--- src/rtl/mem_port_arbiter.sv ---
// Multi-port front end for the single-port synchronous RAM: one access per clock, registered RAM port, tagged read return.
// Define MEM_PORT_ARBITER_RR_EN for round-robin arbitration; otherwise fixed priority (lowest index wins).
module mem_port_arbiter #(
  parameter int NUM_PORTS    = 2,
  parameter int ADDR_WIDTH   = 24,
  parameter int DATA_WIDTH   = 16,
  parameter int READ_LATENCY = 1
) (
  input  logic                             clk,
  input  logic                             reset,
  input  logic [NUM_PORTS-1:0]             req,
  input  logic [NUM_PORTS-1:0]             we,
  input  logic [NUM_PORTS*ADDR_WIDTH-1:0]  addr,
  input  logic [NUM_PORTS*DATA_WIDTH-1:0]  wdata,
  output logic [NUM_PORTS-1:0]             gnt,
  output logic [NUM_PORTS-1:0]             rvalid,
  output logic [DATA_WIDTH-1:0]            rdata,
  output logic [ADDR_WIDTH-1:0]            ram_addr,
  output logic                             ram_we,
  output logic [DATA_WIDTH-1:0]            ram_din,
  input  logic [DATA_WIDTH-1:0]            ram_dout
);

  localparam int IDX_W = (NUM_PORTS > 1) ? $clog2(NUM_PORTS) : 1;
  localparam int DEPTH = READ_LATENCY + 1;

  logic                   gnt_any;
  logic [IDX_W-1:0]       gnt_idx;
  logic [NUM_PORTS-1:0]   gnt_c;

`ifdef MEM_PORT_ARBITER_RR_EN
  logic [IDX_W-1:0] ptr_q, ptr_d;
  logic             found_hi;
  logic [IDX_W-1:0] idx_hi;
  logic [IDX_W-1:0] idx_lo;

  // Lowest requester at or above the pointer wins; otherwise wrap to the lowest requester overall.
  always_comb begin
    found_hi = 1'b0;
    idx_hi   = '0;
    idx_lo   = '0;
    gnt_any  = 1'b0;
    for (int j = NUM_PORTS - 1; j >= 0; j--) begin
      if (req[j]) begin
        gnt_any = 1'b1;
        idx_lo  = IDX_W'(j);
        if (j >= int'(ptr_q)) begin
          found_hi = 1'b1;
          idx_hi   = IDX_W'(j);
        end
      end
    end
    gnt_idx = found_hi ? idx_hi : idx_lo;
    if (reset) gnt_any = 1'b0;
    ptr_d = ptr_q;
    if (gnt_any) begin
      if (gnt_idx == IDX_W'(NUM_PORTS - 1)) ptr_d = '0;
      else                                 ptr_d = gnt_idx + IDX_W'(1);
    end
  end

  always_ff @(posedge clk) begin
    if (reset) ptr_q <= '0;
    else       ptr_q <= ptr_d;
  end
`else
  always_comb begin
    gnt_any = 1'b0;
    gnt_idx = '0;
    for (int j = NUM_PORTS - 1; j >= 0; j--) begin
      if (req[j]) begin
        gnt_any = 1'b1;
        gnt_idx = IDX_W'(j);
      end
    end
    if (reset) gnt_any = 1'b0;
  end
`endif

  always_comb begin
    gnt_c = '0;
    for (int j = 0; j < NUM_PORTS; j++) begin
      gnt_c[j] = gnt_any && (int'(gnt_idx) == j);
    end
  end

  assign gnt = gnt_c;

  logic [ADDR_WIDTH-1:0] sel_addr;
  logic [DATA_WIDTH-1:0] sel_wdata;
  logic                  sel_we;

  always_comb begin
    sel_addr  = '0;
    sel_wdata = '0;
    sel_we    = 1'b0;
    for (int j = 0; j < NUM_PORTS; j++) begin
      if (int'(gnt_idx) == j) begin
        sel_addr  = addr[j*ADDR_WIDTH +: ADDR_WIDTH];
        sel_wdata = wdata[j*DATA_WIDTH +: DATA_WIDTH];
        sel_we    = we[j];
      end
    end
  end

  logic [ADDR_WIDTH-1:0]          ram_addr_q, ram_addr_d;
  logic                           ram_we_q, ram_we_d;
  logic [DATA_WIDTH-1:0]          ram_din_q, ram_din_d;
  logic [DEPTH-1:0]               tag_vld_q, tag_vld_d;
  logic [DEPTH-1:0][IDX_W-1:0]    tag_idx_q, tag_idx_d;
  logic [NUM_PORTS-1:0]           rvalid_q, rvalid_d;
  logic [DATA_WIDTH-1:0]          rdata_q, rdata_d;

  // Reads carry their port tag down a pipeline matched to the RAM latency; writes leave a bubble.
  always_comb begin
    ram_we_d   = gnt_any & sel_we;
    ram_addr_d = gnt_any ? sel_addr  : ram_addr_q;
    ram_din_d  = gnt_any ? sel_wdata : ram_din_q;

    tag_vld_d    = '0;
    tag_idx_d    = '0;
    tag_vld_d[0] = gnt_any & ~sel_we;
    tag_idx_d[0] = gnt_idx;
    for (int s = 1; s < DEPTH; s++) begin
      tag_vld_d[s] = tag_vld_q[s-1];
      tag_idx_d[s] = tag_idx_q[s-1];
    end

    rvalid_d = '0;
    for (int j = 0; j < NUM_PORTS; j++) begin
      rvalid_d[j] = tag_vld_q[DEPTH-1] && (int'(tag_idx_q[DEPTH-1]) == j);
    end
    rdata_d = tag_vld_q[DEPTH-1] ? ram_dout : rdata_q;
  end

  always_ff @(posedge clk) begin
    if (reset) begin
      ram_addr_q <= '0;
      ram_we_q   <= 1'b0;
      ram_din_q  <= '0;
      tag_vld_q  <= '0;
      tag_idx_q  <= '0;
      rvalid_q   <= '0;
      rdata_q    <= '0;
    end else begin
      ram_addr_q <= ram_addr_d;
      ram_we_q   <= ram_we_d;
      ram_din_q  <= ram_din_d;
      tag_vld_q  <= tag_vld_d;
      tag_idx_q  <= tag_idx_d;
      rvalid_q   <= rvalid_d;
      rdata_q    <= rdata_d;
    end
  end

  assign ram_addr = ram_addr_q;
  assign ram_we   = ram_we_q;
  assign ram_din  = ram_din_q;
  assign rvalid   = rvalid_q;
  assign rdata    = rdata_q;

endmodule

--- config.mk ---
export PLATFORM = sky130hd
export DESIGN_NAME = mem_port_arbiter
export DESIGN_NICKNAME = d
export VERILOG_FILES = /design/src/rtl/mem_port_arbiter.sv
export SDC_FILE = /design/constraint.sdc
export NUM_CORES = 1
export LEC_CHECK = 0
export CAP_MARGIN = 10
export CELL_PAD_IN_SITES_DETAIL_PLACEMENT = 0
export CELL_PAD_IN_SITES_GLOBAL_PLACEMENT = 1
export CORE_MARGIN = 3
export CORE_UTILIZATION = 30
export CTS_BUF_LIST = sky130_fd_sc_hd__clkbuf_2 sky130_fd_sc_hd__clkbuf_4 sky130_fd_sc_hd__clkbuf_8
export CTS_CLUSTER_DIAMETER = 40
export DETAILED_ROUTE_END_ITERATION = 8
export GPL_TIMING_DRIVEN = 0
export PLACE_DENSITY = 0.92
export SYNTH_ARGS = -nofsm -noshare
export SYNTH_HDL_FRONTEND = slang
export SYNTH_SLANG_ARGS = --single-unit
--- constraint.sdc ---
create_clock -name clk -period 2.3 [get_ports clk]
set_clock_uncertainty 0.2 [all_clocks]
set_input_delay 0.575 -clock clk [delete_from_list [all_inputs] [get_ports clk]]
set_output_delay 0.575 -clock clk [all_outputs]
set_load 0.03 [all_outputs]
[Word-level counts from Yosys, hierarchy flattened]
Index checks and enable logic that the tools add are counted.
Cells by class
  muxes and demuxes: 7
  bitwise logic cells: 5
  reductions and logical operators: 4
Operators by type and width (number)
  2-to-1 mux 24 bit: 1
  2-to-1 mux 16 bit: 1
  2-to-1 mux 1 bit: 5
  logical AND 1 bit: 4
  NOT 1 bit: 3
  AND 1 bit: 2
Storage, ports and cells
  bits in registers: 63
  bits of input ports: 102
  output and inout port bits: 61
  word-level logic and storage cells: 24

[Logic depth before layout (Yosys ltp)]
  depth in word-level cells: 5
  mapped depth: 4

[Least setup slack after synthesis]
Ideal clock, no wire load.
  kind: input port to output port
  from: input port req[1]
  to: output port gnt[1]
  arrival: 1609 ps
  required time: 1525 ps
  setup slack: -84 ps
  cell stages on the path: 3
  buffers on the path: 2
  cell sequence: buf_6 > buf_8 > nor3b_1
Between the ends
  longest elaborated chain between the ends: 4
RTL lines
  from (decl): RTL line 11  | input logic [NUM_PORTS-1:0] req,
  2-to-1 mux 1 bit (*): RTL line 71  | if (req[j]) begin
  2-to-1 mux 1 bit: RTL line 71
  2-to-1 mux 1 bit: RTL line 76  | if (reset) gnt_any = 1'b0;
  logical AND 1 bit (*): RTL line 83  | gnt_c[j] = gnt_any && (int'(gnt_idx) == j);
  to (decl): RTL line 15  | output logic [NUM_PORTS-1:0] gnt,
Every way passes the cells marked *; elsewhere a longest branch is shown, timed or not.

[Worst setup path after layout]
Same ends and word-level chain as after synthesis.

==> flow_summary.json <==
{
  "post-place-ws_ns": -0.348,
  "synthDistinctLibCells": 21,
  "drive_gt1_frac": 0.0822,
  "r2r-start": "tag_vld_q[1]",
  "fmax_mhz": 448,
  "synth_adder_area_share": 0,
  "vias": 2461,
  "dp.final_hpwl_um": 5950,
  "cts.sinks": 63,
  "regArea_um2": 1260,
  "layout_commonest_cell": "clkdlybuf4s50_1",
  "r2r_slack_ns": 1.01,
  "status": "complete, no violations",
  "rsz0062_at_grt": "false",
  "diodes": 0,
  "portBuffers": 159,
  "max_slew.worst_pin.slew_ns": 0.503,
  "layout_common_cells": "clkdlybuf4s50_1, dfxtp_1, mux2i_1, nor2b_1, a211oi_1",
  "cp.arrival_ns": 1.46,
  "drt_iter0_markers": 66,
  "power_density_nw_per_um2": 608,
  "worstRegToRegCells": 4,
  "crit_path_start_kind": "primary input",
  "yosysWarnings": 0,
  "slew_viol_final": 0,
  "cap_violations": 0,
  "post_drt_wl_per_cell_um": 14.6,
  "clkSlewWorstSetupHoldPaths_ns": 0.07,
  "ctsHoldBuffers": 0,
  "drc": 0,
  "totalWireLength_um": 7790,
  "synth_top_family_by_area": "multiplexers",
  "gp_congestion": 0.758,
  "synth_compound_area_frac": 0.120,
  "cts_tree": "built",
  "grt_max_degree": 20,
  "gr-total-overflow": 0,
  "p_leak_uw": 0.00179,
  "min_path_cells": 1,
  "synth-simple-area-share": 0.142,
  "coreArea_um2": 8760,
  "end_kind": "output pin",
  "rows": 34,
  "die_w_um": 101,
  "synth-seq-cells": 63,
  "period_share": 0.971,
  "clock_latency_ns": 0.33,
  "hold-path-endpoint": "rvalid[0]",
  "antenna_found_initial": 0,
  "dr.pass1.iters": 4,
  "initial_utilization": 0.309,
  "finalHoldViolations": 0,
  "gr-usage-all-layers": 0.154,
  "n_fill_cell": 813,
  "die_height_um": 101,
  "r2r-end": "rdata[14]",
  "setup_viol": 0,
  "die-area_um2": 10200,
  "slew_headroom": 0.665,
  "hold_start": "tag_idx_q[1]",
  "crit_required_ns": 1.52,
  "grt_pass1_wl_um": 12500,
  "synth-seq-area-share": 0.466,
  "timing_worst_setup_path_type": "primary input to output pin",
  "syn_inst": 252,
  "synthesis.area_um2": 2710,
  "muxShareOfSynthArea": 0.207,
  "synth_xor_xnor_area_share": 0,
  "cts_max_path_buffers": 2,
  "root_buffer": "clkbuf_8",
  "htreeDepth": 3,
  "vdd_drop_max_mv": 0.361,
  "finalCriticalPeriod_ns": 2.23,
  "synth_nets": 354,
  "first_global_vias": 2513,
  "crit_fanout": 10,
  "drtAntennaViolNets": 0,
  "avgViaCountPerCell": 4.61,
  "postCtsSetupBuffers": 0,
  "fin_nets": 523,
  "multiInputGateArea_um2": 1270,
  "hold_class": "register to register",
  "syn_avg_cell_area_um2": 10.7,
  "ios": 163,
  "cts_buffers": 9,
  "final.setup.tns_ns": 0,
  "area_growth_pct": 71.7,
  "finalWorstSetupSlack_ns": 0.0656
}
[cells by family after synthesis]
family / after synthesis
buffers and inverters: 24
AOI/OAI and AO/OA: 42
and+or+nand+nor: 67
muxes: 56
DFF: 63
[per-layer routing]
layer	global-route usage	routed length [um]
met2	0.242	3620
met5	0	0
met1	0.194	3360
met4	0.0491	112
met3	0.0602	699
[timing repair]
action | 4_1_cts | 5_1_grt
setup endpoints to repair | 2 | 1
endpoints found under the hold margin | 0 | 0
resized for setup | 5 | 3
[stage by stage]
step           power [uW]  cell area (um2)   util  hold slack, ns  cells
6_report             2830             4650  0.530           0.212    534
5_1_grt              2960             4650  0.530           0.221    534
4_1_cts              2870             4640  0.530           0.208    534
3_5_place_dp         1870             4440  0.506           0.199    519
3_3_place_gp         1860             4440  0.506           0.190    519
2_1_floorplan        1530             2710      -           0.188    252
[flip-flops by register name, summed over array words and instances (netlist names)]
register   count
ram_addr      24
ram_din       16
rdata         16
rvalid         2
tag_vld_q      2
ram_we         1
tag_idx_d      1
tag_idx_q      1
[cell usage after synthesis (all sizes together)]
| cell type | instances | area share |
|---|---|---|
| and3b | 1 | 0.0032 |
| nand2 | 1 | 0.0014 |
| nor2b | 42 | 0.097 |
| nand2b | 1 | 0.0023 |
| nor2 | 17 | 0.024 |
| dfxtp | 63 | 0.47 |
| nand3b | 1 | 0.0028 |
| clkbuf | 7 | 0.0097 |
| a211oi | 40 | 0.12 |
| or3b | 1 | 0.0032 |
| buf | 16 | 0.054 |
| a21oi | 2 | 0.0037 |
| nor3b | 3 | 0.0083 |
| mux2i | 56 | 0.21 |
| inv | 1 | 0.0014 |
[power by group]
part | total (uW) | internal [uW] | switching, uW
clock network | 984 | 558 | 426
registers | 1190 | 1160 | 31.7
logic | 653 | 357 | 295
total | 2830 | 2070 | 753
[worst max-delay path by stage]
stage | from | endpoint | cells after the start
finish | req[1] | gnt[1] | 4
global route | req[1] | gnt[1] | 4
CTS | reset | gnt[1] | 3
detailed placement | reset | gnt[0] | 4
global placement | req[0] | gnt[0] | 5
floorplan | req[0] | gnt[0] | 4
[worst max-delay path, cell delays in order]
cell and delay (ns):
buf_6 0.15, buf_8 0.16, nor3b_2 0.16, clkdlybuf4s15_1 0.40
[area by class of cell]
type	count	share of cell area
clock inverter	5	0.0121
multi-input combinational	165	0.274
timing repair buffer	159	0.343
tap	108	0.0291
buffer	22	0.0369
inverter	1	0.000808
sequential	63	0.271
clock buffer	11	0.0326
Note: power is estimated with default switching activity, not from simulation.
